`config.mk`:
```
export PLATFORM = sky130hd
export DESIGN_NAME = msg_event_logger
export DESIGN_NICKNAME = d
export VERILOG_FILES = /design/src/rtl/msg_event_logger.sv
export SDC_FILE = /design/constraint.sdc
export NUM_CORES = 2
export LEC_CHECK = 0
export ABC_AREA = 1
export CAP_MARGIN = 20
export CORE_ASPECT_RATIO = 1.1
export CORE_UTILIZATION = 40
export CTS_BUF_LIST = sky130_fd_sc_hd__clkbuf_8
export DETAILED_ROUTE_END_ITERATION = 8
export GPL_TIMING_DRIVEN = 0
export SYNTH_ARGS = -nofsm -noshare
export SYNTH_HDL_FRONTEND = slang
export SYNTH_SLANG_ARGS = --single-unit
```
`constraint.sdc`:
```
create_clock -name clk -period 85.7 [get_ports clk]
set_input_delay 8.57 -clock clk [delete_from_list [all_inputs] [get_ports clk]]
set_output_delay 8.57 -clock clk [all_outputs]
set_load 0.02 [all_outputs]
```
`src/rtl/msg_event_logger.sv`:
```
// msg_event_logger: timestamped, severity-filtered event capture.
//
// Each of CH_NUM channels presents an event (type, severity, action, payload).
// An event is accepted when its channel's 1-entry holding register is empty.
// Otherwise it is dropped and counted in drop_cnt. Accepted events are tallied
// per type, and their STOP/EXIT actions raise sticky requests. Only events whose
// severity meets svrt_thold load the holding register. A round-robin arbiter
// moves one holding register per cycle into a show-ahead FIFO, which is read
// out with a valid/ready handshake.
//
// Ports:
//   clk, rst                 clock, asynchronous active-high reset
//   ev_valid/type/svrt/act   per-channel event strobe and attributes (2 bits each)
//   ev_msg                   per-channel payload, MSG_W bits per channel
//   svrt_thold               minimum severity that is enqueued
//   clear                    synchronous flush of buffers and counters
//   ack                      clears stop_req
//   out_valid/out_ready      FIFO head handshake
//   out_ts/ch/type/svrt/msg  FIFO head fields
//   type_cnt                 per-type accepted-event counters, INFO in the LSBs
//   drop_cnt                 events lost to a busy holding register
//   stop_req, exit_req       sticky action requests
module msg_event_logger #(
    parameter int unsigned CH_NUM = 4,
    parameter int unsigned MSG_W  = 16,
    parameter int unsigned DEPTH  = 16,
    parameter int unsigned TS_W   = 32,
    parameter int unsigned CNT_W  = 16
) (
    input  logic                                        clk,
    input  logic                                        rst,
    input  logic [CH_NUM-1:0]                           ev_valid,
    input  logic [2*CH_NUM-1:0]                         ev_type,
    input  logic [2*CH_NUM-1:0]                         ev_svrt,
    input  logic [2*CH_NUM-1:0]                         ev_act,
    input  logic [MSG_W*CH_NUM-1:0]                     ev_msg,
    input  logic [1:0]                                  svrt_thold,
    input  logic                                        clear,
    input  logic                                        ack,
    output logic                                        out_valid,
    input  logic                                        out_ready,
    output logic [TS_W-1:0]                             out_ts,
    output logic [((CH_NUM > 1) ? $clog2(CH_NUM) : 1)-1:0] out_ch,
    output logic [1:0]                                  out_type,
    output logic [1:0]                                  out_svrt,
    output logic [MSG_W-1:0]                            out_msg,
    output logic [4*CNT_W-1:0]                          type_cnt,
    output logic [CNT_W-1:0]                            drop_cnt,
    output logic                                        stop_req,
    output logic                                        exit_req
);

    localparam int unsigned CH_W  = (CH_NUM > 1) ? $clog2(CH_NUM) : 1;
    localparam int unsigned AW    = $clog2(DEPTH);
    localparam int unsigned ENT_W = TS_W + CH_W + 4 + MSG_W;
    // Entry layout, LSB first: msg, svrt, type, ch, ts
    localparam int unsigned SV_LO = MSG_W;
    localparam int unsigned TY_LO = MSG_W + 2;
    localparam int unsigned CH_LO = MSG_W + 4;
    localparam int unsigned TS_LO = MSG_W + 4 + CH_W;

    localparam logic [1:0] ActStop = 2'd1;
    localparam logic [1:0] ActExit = 2'd2;

    // Per-channel views of the packed event inputs
    logic [1:0]       ch_type [CH_NUM];
    logic [1:0]       ch_svrt [CH_NUM];
    logic [1:0]       ch_act  [CH_NUM];
    logic [MSG_W-1:0] ch_msg  [CH_NUM];

    for (genvar g = 0; g < CH_NUM; g++) begin : g_split
        assign ch_type[g] = ev_type[2*g +: 2];
        assign ch_svrt[g] = ev_svrt[2*g +: 2];
        assign ch_act[g]  = ev_act[2*g +: 2];
        assign ch_msg[g]  = ev_msg[MSG_W*g +: MSG_W];
    end

    // State
    logic [TS_W-1:0]   ts_q;
    logic [CH_NUM-1:0] hold_vld_q;
    logic [TS_W-1:0]   hold_ts_q   [CH_NUM];
    logic [1:0]        hold_type_q [CH_NUM];
    logic [1:0]        hold_svrt_q [CH_NUM];
    logic [MSG_W-1:0]  hold_msg_q  [CH_NUM];
    logic [CH_W-1:0]   rr_q;
    logic [ENT_W-1:0]  mem_q [DEPTH];
    logic [AW-1:0]     wr_q, rd_q;
    logic [AW:0]       cnt_q;
    logic [ENT_W-1:0]  last_q;
    logic [CNT_W-1:0]  tcnt_q [4];
    logic [CNT_W-1:0]  drop_q;
    logic              stop_q, exit_q;

    // Combinational
    logic [CH_NUM-1:0] accept, load, dropped, hold_free;
    logic              stop_set, exit_set;
    logic [4:0]        type_inc [4];
    logic [4:0]        drop_inc;
    logic              fifo_full, pop, can_push, push;
    logic              gnt_vld;
    logic [CH_W-1:0]   gnt_idx, cand;
    logic [CH_W-1:0]   rr_d;
    logic [ENT_W-1:0]  push_ent, head;

    function automatic logic [CNT_W-1:0] sat_add(input logic [CNT_W-1:0] a,
                                                 input logic [4:0] b);
        logic [CNT_W+4:0] s;
        s = {5'b0, a} + {{CNT_W{1'b0}}, b};
        if (s > {5'b0, {CNT_W{1'b1}}}) begin
            return {CNT_W{1'b1}};
        end
        return s[CNT_W-1:0];
    endfunction

    // Acceptance, filtering, actions and counter increments
    always_comb begin
        accept   = '0;
        load     = '0;
        dropped  = '0;
        stop_set = 1'b0;
        exit_set = 1'b0;
        drop_inc = '0;
        for (int t = 0; t < 4; t++) begin
            type_inc[t] = '0;
        end
        for (int i = 0; i < CH_NUM; i++) begin
            // A register granted this cycle still counts as full.
            accept[i]  = ev_valid[i] & ~hold_vld_q[i] & ~clear;
            dropped[i] = ev_valid[i] & hold_vld_q[i] & ~clear;
            load[i]    = accept[i] & (ch_svrt[i] >= svrt_thold);
            if (accept[i] && ch_act[i] == ActStop) stop_set = 1'b1;
            if (accept[i] && ch_act[i] == ActExit) exit_set = 1'b1;
            if (dropped[i]) drop_inc = drop_inc + 5'd1;
            for (int t = 0; t < 4; t++) begin
                if (accept[i] && ch_type[i] == 2'(t)) type_inc[t] = type_inc[t] + 5'd1;
            end
        end
    end

    // Round-robin arbiter and FIFO push/pop decode
    always_comb begin
        fifo_full = (cnt_q == (AW+1)'(DEPTH));
        out_valid = (cnt_q != '0);
        pop       = out_valid & out_ready;
        // A pop frees a slot in the same cycle, so a full FIFO still accepts a push.
        can_push  = (~fifo_full | pop) & ~clear;
        gnt_vld   = 1'b0;
        gnt_idx   = '0;
        cand      = '0;
        for (int k = 0; k < CH_NUM; k++) begin
            cand = CH_W'((int'(rr_q) + k) % int'(CH_NUM));
            if (!gnt_vld && hold_vld_q[cand]) begin
                gnt_vld = 1'b1;
                gnt_idx = cand;
            end
        end
        push = gnt_vld & can_push;
        rr_d = rr_q;
        if (push) begin
            rr_d = (gnt_idx == CH_W'(CH_NUM - 1)) ? '0 : gnt_idx + CH_W'(1);
        end
        push_ent = {hold_ts_q[gnt_idx], gnt_idx, hold_type_q[gnt_idx],
                    hold_svrt_q[gnt_idx], hold_msg_q[gnt_idx]};
        hold_free = '0;
        if (push) hold_free[gnt_idx] = 1'b1;
    end

    // Show-ahead head; the last shown entry is held while the FIFO is empty.
    always_comb begin
        head     = out_valid ? mem_q[rd_q] : last_q;
        out_msg  = head[MSG_W-1:0];
        out_svrt = head[SV_LO +: 2];
        out_type = head[TY_LO +: 2];
        out_ch   = head[CH_LO +: CH_W];
        out_ts   = head[TS_LO +: TS_W];
    end

    for (genvar t = 0; t < 4; t++) begin : g_tcnt
        assign type_cnt[CNT_W*t +: CNT_W] = tcnt_q[t];
    end
    assign drop_cnt = drop_q;
    assign stop_req = stop_q;
    assign exit_req = exit_q;

    always_ff @(posedge clk or posedge rst) begin
        if (rst) begin
            ts_q       <= '0;
            hold_vld_q <= '0;
            rr_q       <= '0;
            wr_q       <= '0;
            rd_q       <= '0;
            cnt_q      <= '0;
            last_q     <= '0;
            drop_q     <= '0;
            stop_q     <= 1'b0;
            exit_q     <= 1'b0;
            for (int i = 0; i < CH_NUM; i++) begin
                hold_ts_q[i]   <= '0;
                hold_type_q[i] <= '0;
                hold_svrt_q[i] <= '0;
                hold_msg_q[i]  <= '0;
            end
            for (int j = 0; j < DEPTH; j++) begin
                mem_q[j] <= '0;
            end
            for (int t = 0; t < 4; t++) begin
                tcnt_q[t] <= '0;
            end
        end else begin
            ts_q <= ts_q + TS_W'(1);

            if (exit_set) exit_q <= 1'b1;
            if (stop_set) begin
                stop_q <= 1'b1;
            end else if (ack) begin
                stop_q <= 1'b0;
            end

            if (out_valid) last_q <= mem_q[rd_q];

            for (int i = 0; i < CH_NUM; i++) begin
                if (load[i]) begin
                    hold_ts_q[i]   <= ts_q;
                    hold_type_q[i] <= ch_type[i];
                    hold_svrt_q[i] <= ch_svrt[i];
                    hold_msg_q[i]  <= ch_msg[i];
                end
            end

            if (clear) begin
                hold_vld_q <= '0;
                rr_q       <= '0;
                wr_q       <= '0;
                rd_q       <= '0;
                cnt_q      <= '0;
                drop_q     <= '0;
                for (int t = 0; t < 4; t++) begin
                    tcnt_q[t] <= '0;
                end
            end else begin
                // load and hold_free never hit the same channel: load needs it empty.
                hold_vld_q <= (hold_vld_q & ~hold_free) | load;
                rr_q       <= rr_d;
                drop_q     <= sat_add(drop_q, drop_inc);
                for (int t = 0; t < 4; t++) begin
                    tcnt_q[t] <= sat_add(tcnt_q[t], type_inc[t]);
                end
                if (push) begin
                    mem_q[wr_q] <= push_ent;
                    wr_q        <= wr_q + AW'(1);
                end
                if (pop) rd_q <= rd_q + AW'(1);
                if (push && !pop) begin
                    cnt_q <= cnt_q + (AW+1)'(1);
                end else if (pop && !push) begin
                    cnt_q <= cnt_q - (AW+1)'(1);
                end
            end
        end
    end

endmodule

```
# == After elaboration in Yosys (flattened, before gate mapping) ==
# Index checks and enable logic that the tools add are counted.
# classes
n_addsub,29
n_mux,101
magnitude_cmp,19
reduce_logical,46
n_mul,0
div,0
shifts,0
bitwise_logic,36
eq_ne,22
# op_table
op,n
$bwmux W864,1
$bmux W54 S4,1
$demux W54 S4,1
$mux W54,4
$mux W16,13
$mux W5,18
$add A16 B5 Y17,5
$gt A17 B16 Y1 const B,5
$add A5 B1 Y5 const B,16
$bmux W32 S2,1
$mux W32,2
$mux W64,1
$mux W1,34
$add A32 B1 Y32 const B,1
$bmux W16 S2,1
$logic_and A1 B1 Y1,31
$eq A2 B2 Y1 const B,13
$mux W4,6
$and A1 B1 Y1,23
$mux W2,11
$eq A2 B1 Y1 const B,8
$lt A2 B3 Y1 const B,5
$ge A5 B5 Y1 const B,2
$not A4 Y5,2
24 further kinds,48
# totals
inputBits,99
latch_bits,0
memories,0
out_inout_bits,137
ram_bits,0
regBits,1259
elab_cells,299
romBits,0

# == Logic depth before layout (Yosys ltp) ==
# logic_depth
depth_word,21
mapped_depth,23
ltp_nobuf,23

# == Worst setup path before layout ==
# No wires, ideal clock.
# synth_timing
kind,input -> register
startpoint,input clear
endpoint,register drop_q[7] (netlist: drop_cnt[7])
path_slack_ps,73661
path_stages,21
setup_ps,63
path_buffers,2
arrival_ps,11976
t_required_ps,85637
path_cell_list,clkbuf_1 clkbuf_1 nor3_1 ha_1 or2_2 nand2_1 inv_1 ha_1 nand2_1 xor2_1 ha_1 nand3_1 nand2_1 nand2_1 nor2_1 nand3_1 nor3_1 clkinv_1 o21ai_0 nand2_1 inv_1
# synth_between
elab_chain_len,15
word_cells_on_any_way,18
cone_classes,add/sub: 4; order compare: 1; mux: 8; bitwise: 5
# synth_lines
item,line,source
"start, declared",38,"input logic clear,"
$not A1 Y1 (no line),--,
$and A1 B1 Y1,129,dropped[i] = ev_valid[i] & hold_vld_q[i] & ~clear;
$mux W1,133,if (dropped[i]) drop_inc = drop_inc + 5'd1;
$add A5 B1 Y5,133,
$mux W5,133,
$add A5 B1 Y5,133,
$mux W5,133,
$add A5 B1 Y5,133,
$mux W5,133,
$add A16 B5 Y17,108,"s = {5'b0, a} + {{CNT_W{1'b0}}, b};"
$gt A17 B16 Y1,109,"if (s > {5'b0, {CNT_W{1'b1}}}) begin"
$mux W1,109,
$mux W1,230,if (clear) begin
$mux W16,112,return s[CNT_W-1:0];
$mux W16 *,230,
"end signal, assigned",244,"drop_q <= sat_add(drop_q, drop_inc);"
"end, declared",91,logic [CNT_W-1:0] drop_q;
# Mark *: on every way between the ends. The rest lies on a longest branch, timed or not. The select of a mux whose other input is x is not followed.
# A chain may end at the register's enable or synchronous reset.

# == Worst setup path in the final report ==
# layout_timing
startpoint,register rd_q[1]
endpoint,output out_ts[30]
# layout_between
elab_chain_len,5
# layout_lines
item,line,source
"start, declared",87,"logic [AW-1:0] wr_q, rd_q;"
"start signal, assigned",252,if (pop) rd_q <= rd_q + AW'(1);
$not A4 Y5 (implied by the code),170,head = out_valid ? mem_q[rd_q] : last_q;
$bmux W54 S4,170,
$mux W54 (implied by the code) (2 in series),170,
$mux W54,--,
"end, declared",42,"output logic [TS_W-1:0] out_ts,"
# Every way passes these cells. The select of a mux whose other input is x is not followed.

==> flow_summary.yaml <==
clock_tree:
  clkTransAtPathRegs_ns: 0.07
  cts_buffer_depth: 3
  cts_sinks: 1259
  cts_tree: "yes"
  cts_resized: 0
  cts_setup_buffers: 0
  cts_hold_buf: 0
  clock-root-buffer: "clkbuf_8"
  h-tree-depth: 4
  cts_made_buffers: 213
  clk_latency_ns: 1.02
worst_setup_path:
  cp_slowest_stage_delay_ns: 1.04
  reg2reg_slack_ns: 80.96
  cp.depth: 8
  required_ns: 77.13
  worst_setup_path_end_kind: "output port"
  slowest_stage: "clkbuf_1"
  path_class: "flop to output port"
  start_kind: "flop"
  worstPathArrival_ns: 6.32
  crit_path_start: "rd_q[1]$_DFFE_PP0P_"
  reg2reg_depth: 7
  endpoint: "out_ts[30]"
  r2r_end: "last_q[52]$_DFF_PP0_"
  r2r-start: "rd_q[1]$_DFFE_PP0P_"
  path_common_cell: "clkbuf_1"
  cpLargestDelayFamily: "buffers and inverters"
  path_cells: "clkbuf_1 -> clkbuf_1 -> clkbuf_1 -> o21ai_0 -> o221ai_1 -> nand3_1 -> a31oi_1 -> clkdlybuf4s50_1"
  path_buf_inv: 4
  cp_max_fo: 10
placed_design:
  gp_congestion: 0.982
  dp.cells: 9602
  place_hpwl_um: 180000
  dpl_cell_area_mm2: 0.0662
  io_buffer_count: 235
routing:
  drt_iter0_markers: 8047
  post_drt_wl_per_cell_um: 25.8
  drt-total-wl_um: 258000
  firstDrtPassIters: 7
  ant_nets: 0
  vias: 58500
  drcViolationCount: 0
  via_per_inst: 5.85
grt:
  grt_busiest_layer: "met2"
  track_usage_pct: 33.0
  grt_max_degree: 125
  antenna_found_initial: 29
  met3_usage_pct: 12.3
  grt_overflow: 0
  met1_usage_pct: 39.8
  grt_pass1_vias: 56000
  grt_pass1_wl_um: 374000
  grtUsageMet2_pct: 50.6
synthesis:
  syn_area_per_cell_um2: 8.25
  synth.top_cell.area_share_pct: 51.8
  ys_warn_count: 0
  synth.ff_latch_count: 1259
  netlist_area_mm2: 0.0609
  seq_area_frac_synth_pct: 51.8
  yosysTopAreaCell: "dfrtp_1"
  syn_inst: 7374
  synth_area_leaders: "dfrtp_1 52%, nand2_1 13%, nand3_1 9.2%"
  ys_types: 47
layout:
  nNetsFinal: 8020
  final.fill_count: 14700
  regArea_mm2: 0.0315
  final_area_mm2: 0.0706
  stdcell_count: 9996
  layout-drive-gt1-share_pct: 8.90
  area_growth_pct: 16.1
  multi_input_area_mm2: 0.0260
status:
  status: "finished clean"
pwr:
  leakage_uw: 0.0350
  pwr_density_cell_mw_per_mm2: 34.6
  peakVddDrop_mv: 0.0223
floorplan:
  die-area_mm2: 0.154
  fp.dieH_um: 411
  fp-row-count: 149
  die_w_um: 374
  io_pins: 236
  core_area_mm2: 0.150
  start_util_pct: 40.4
timing:
  drv_slew: 0
  finalClockSkew_ns: 0.0877
  period_share_pct: 17.4
  fmax_ghz: 0.0672
  worst_slew_pin_slew_ns: 1.32
  setup_tns_ns: 0
  rsz0062_at_grt: "false"
  setup_viol: 0
  fin_crit_ns: 14.89
  max_slew_margin_pct: 12.1
  timing.final.hold_violations: 0
min_path:
  hold_start: "ts_q[16]$_DFF_PP0_"
  min_path_type: "flop to flop"
flow_run:
  cap_violations: 0
[metrics by stage]
| stage | utilization, % | power (uW) | worst slack, ns | hold slack [ns] |
|---|---|---|---|---|
| floorplan | - | 1380 | 41.65 | 0.442 |
| global placement | 43.7 | 1840 | 25.34 | 0.456 |
| detailed placement | 44.0 | 1850 | 71.40 | 0.457 |
| CTS | 46.9 | 2400 | 71.22 | 0.469 |
| global route | 46.9 | 2540 | 70.95 | 0.485 |
| finish | 46.9 | 2440 | 70.81 | 0.465 |
[worst min path at each step]
stage	cells after the start	end	slack (ns)
after CTS	1	ts_q[16]$_DFF_PP0_	0.47
after global placement	2	mem_q[369]$_DFFE_PP0P_	0.46
after global routing	2	mem_q[115]$_DFFE_PP0P_	0.49
final	1	ts_q[16]$_DFF_PP0_	0.47
after detailed placement	1	ts_q[16]$_DFF_PP0_	0.46
after floorplan	1	ts_q[16]$_DFF_PP0_	0.44
[cells in the mapped netlist, drive strengths merged]
master	instances
a31oi	64
o221ai	148
o211ai	2
and3	1
mux2	70
or2	7
xnor2	24
o2111ai	1
nor2	643
a311oi	1
clkbuf	303
buf	262
a21o	1
o311ai	1
o22ai	70
o21ai	677
inv	203
clkinv	8
o21a	1
nor3	51
nand3b	3
dfrtp	1259
fa	6
xor2	65
nand4	12
nand3	1186
a211oi	2
nand2	2165
nor4	7
ha	56
a21oi	73
and2	1
conb	1
[layer usage]
| layer | share of wire [%] | wire length [um] |
|---|---|---|
| met5 | 0.080 | 207 |
| met4 | 6.1 | 15700 |
| met3 | 13 | 32500 |
| met2 | 44 | 114000 |
| met1 | 37 | 95500 |
[cell usage in the layout, fill, tap and decap left out, types with 5 or more instances in the layout]
| cell | instances |
|---|---|
| dfrtp_1 | 1259 |
| mux2_2 | 70 |
| nand3_4 | 40 |
| ha_1 | 56 |
| diode_2 | 13 |
| o21ai_0 | 668 |
| nand3_2 | 22 |
| o21ai_1 | 8 |
| conb_1 | 5 |
| clkinv_2 | 16 |
| buf_8 | 15 |
| nor2_2 | 5 |
| nand4_1 | 12 |
| a21oi_1 | 73 |
| nand2_2 | 7 |
| nand3_1 | 1124 |
| nor3_1 | 51 |
| inv_2 | 17 |
| nor2_1 | 637 |
| o221ai_1 | 148 |
| nand2_1 | 2156 |
| clkinv_1 | 7 |
| buf_2 | 144 |
| or2_2 | 7 |
| clkdlybuf4s50_1 | 235 |
| nor4_1 | 7 |
| fa_1 | 6 |
| o22ai_1 | 70 |
| a31oi_1 | 64 |
| buf_6 | 15 |
| xnor2_1 | 24 |
| buf_4 | 53 |
| xor2_1 | 65 |
| clkbuf_1 | 301 |
| clkbuf_8 | 265 |
| buf_16 | 14 |
| inv_1 | 265 |
| buf_1 | 52 |
[cells by family after synthesis]
logic type / share of synthesized area [%]
other: 0.00616
DFF: 51.8
muxes: 1.30
xor gates and xnor gates: 1.28
AOI/OAI and AO/OA: 9.80
adders and majority gates: 1.35
buffers and inverters: 5.58
and+or+nand+nor: 28.9
[final cells by class]
cell class	instances	area share (%)
Antenna cell	13	0.0461
Clock inverter	111	0.891
Sequential cell	1259	44.6
Inverter	211	1.13
Clock buffer	265	5.16
Timing Repair Buffer	266	4.22
Tap cell	1963	3.48
Buffer	565	3.69
Multi-Input combinational cell	5343	36.8
[registers in the layout, indices dropped and copies added (netlist names), 5 cells and up]
register,count
hold_type_q,8
mem_q,864
type_cnt,64
drop_cnt,16
cnt_q,5
hold_ts_q,128
hold_svrt_q,8
last_q,54
hold_msg_q,64
ts_q,32
[report_power, final]
group | total [uW] | internal (uW) | switching (uW)
sequential | 744 | 693 | 50.6
combinational | 1150 | 291 | 855
clock | 555 | 289 | 265
total | 2440 | 1270 | 1170
No activity file was read; power rests on OpenSTA's default activity.
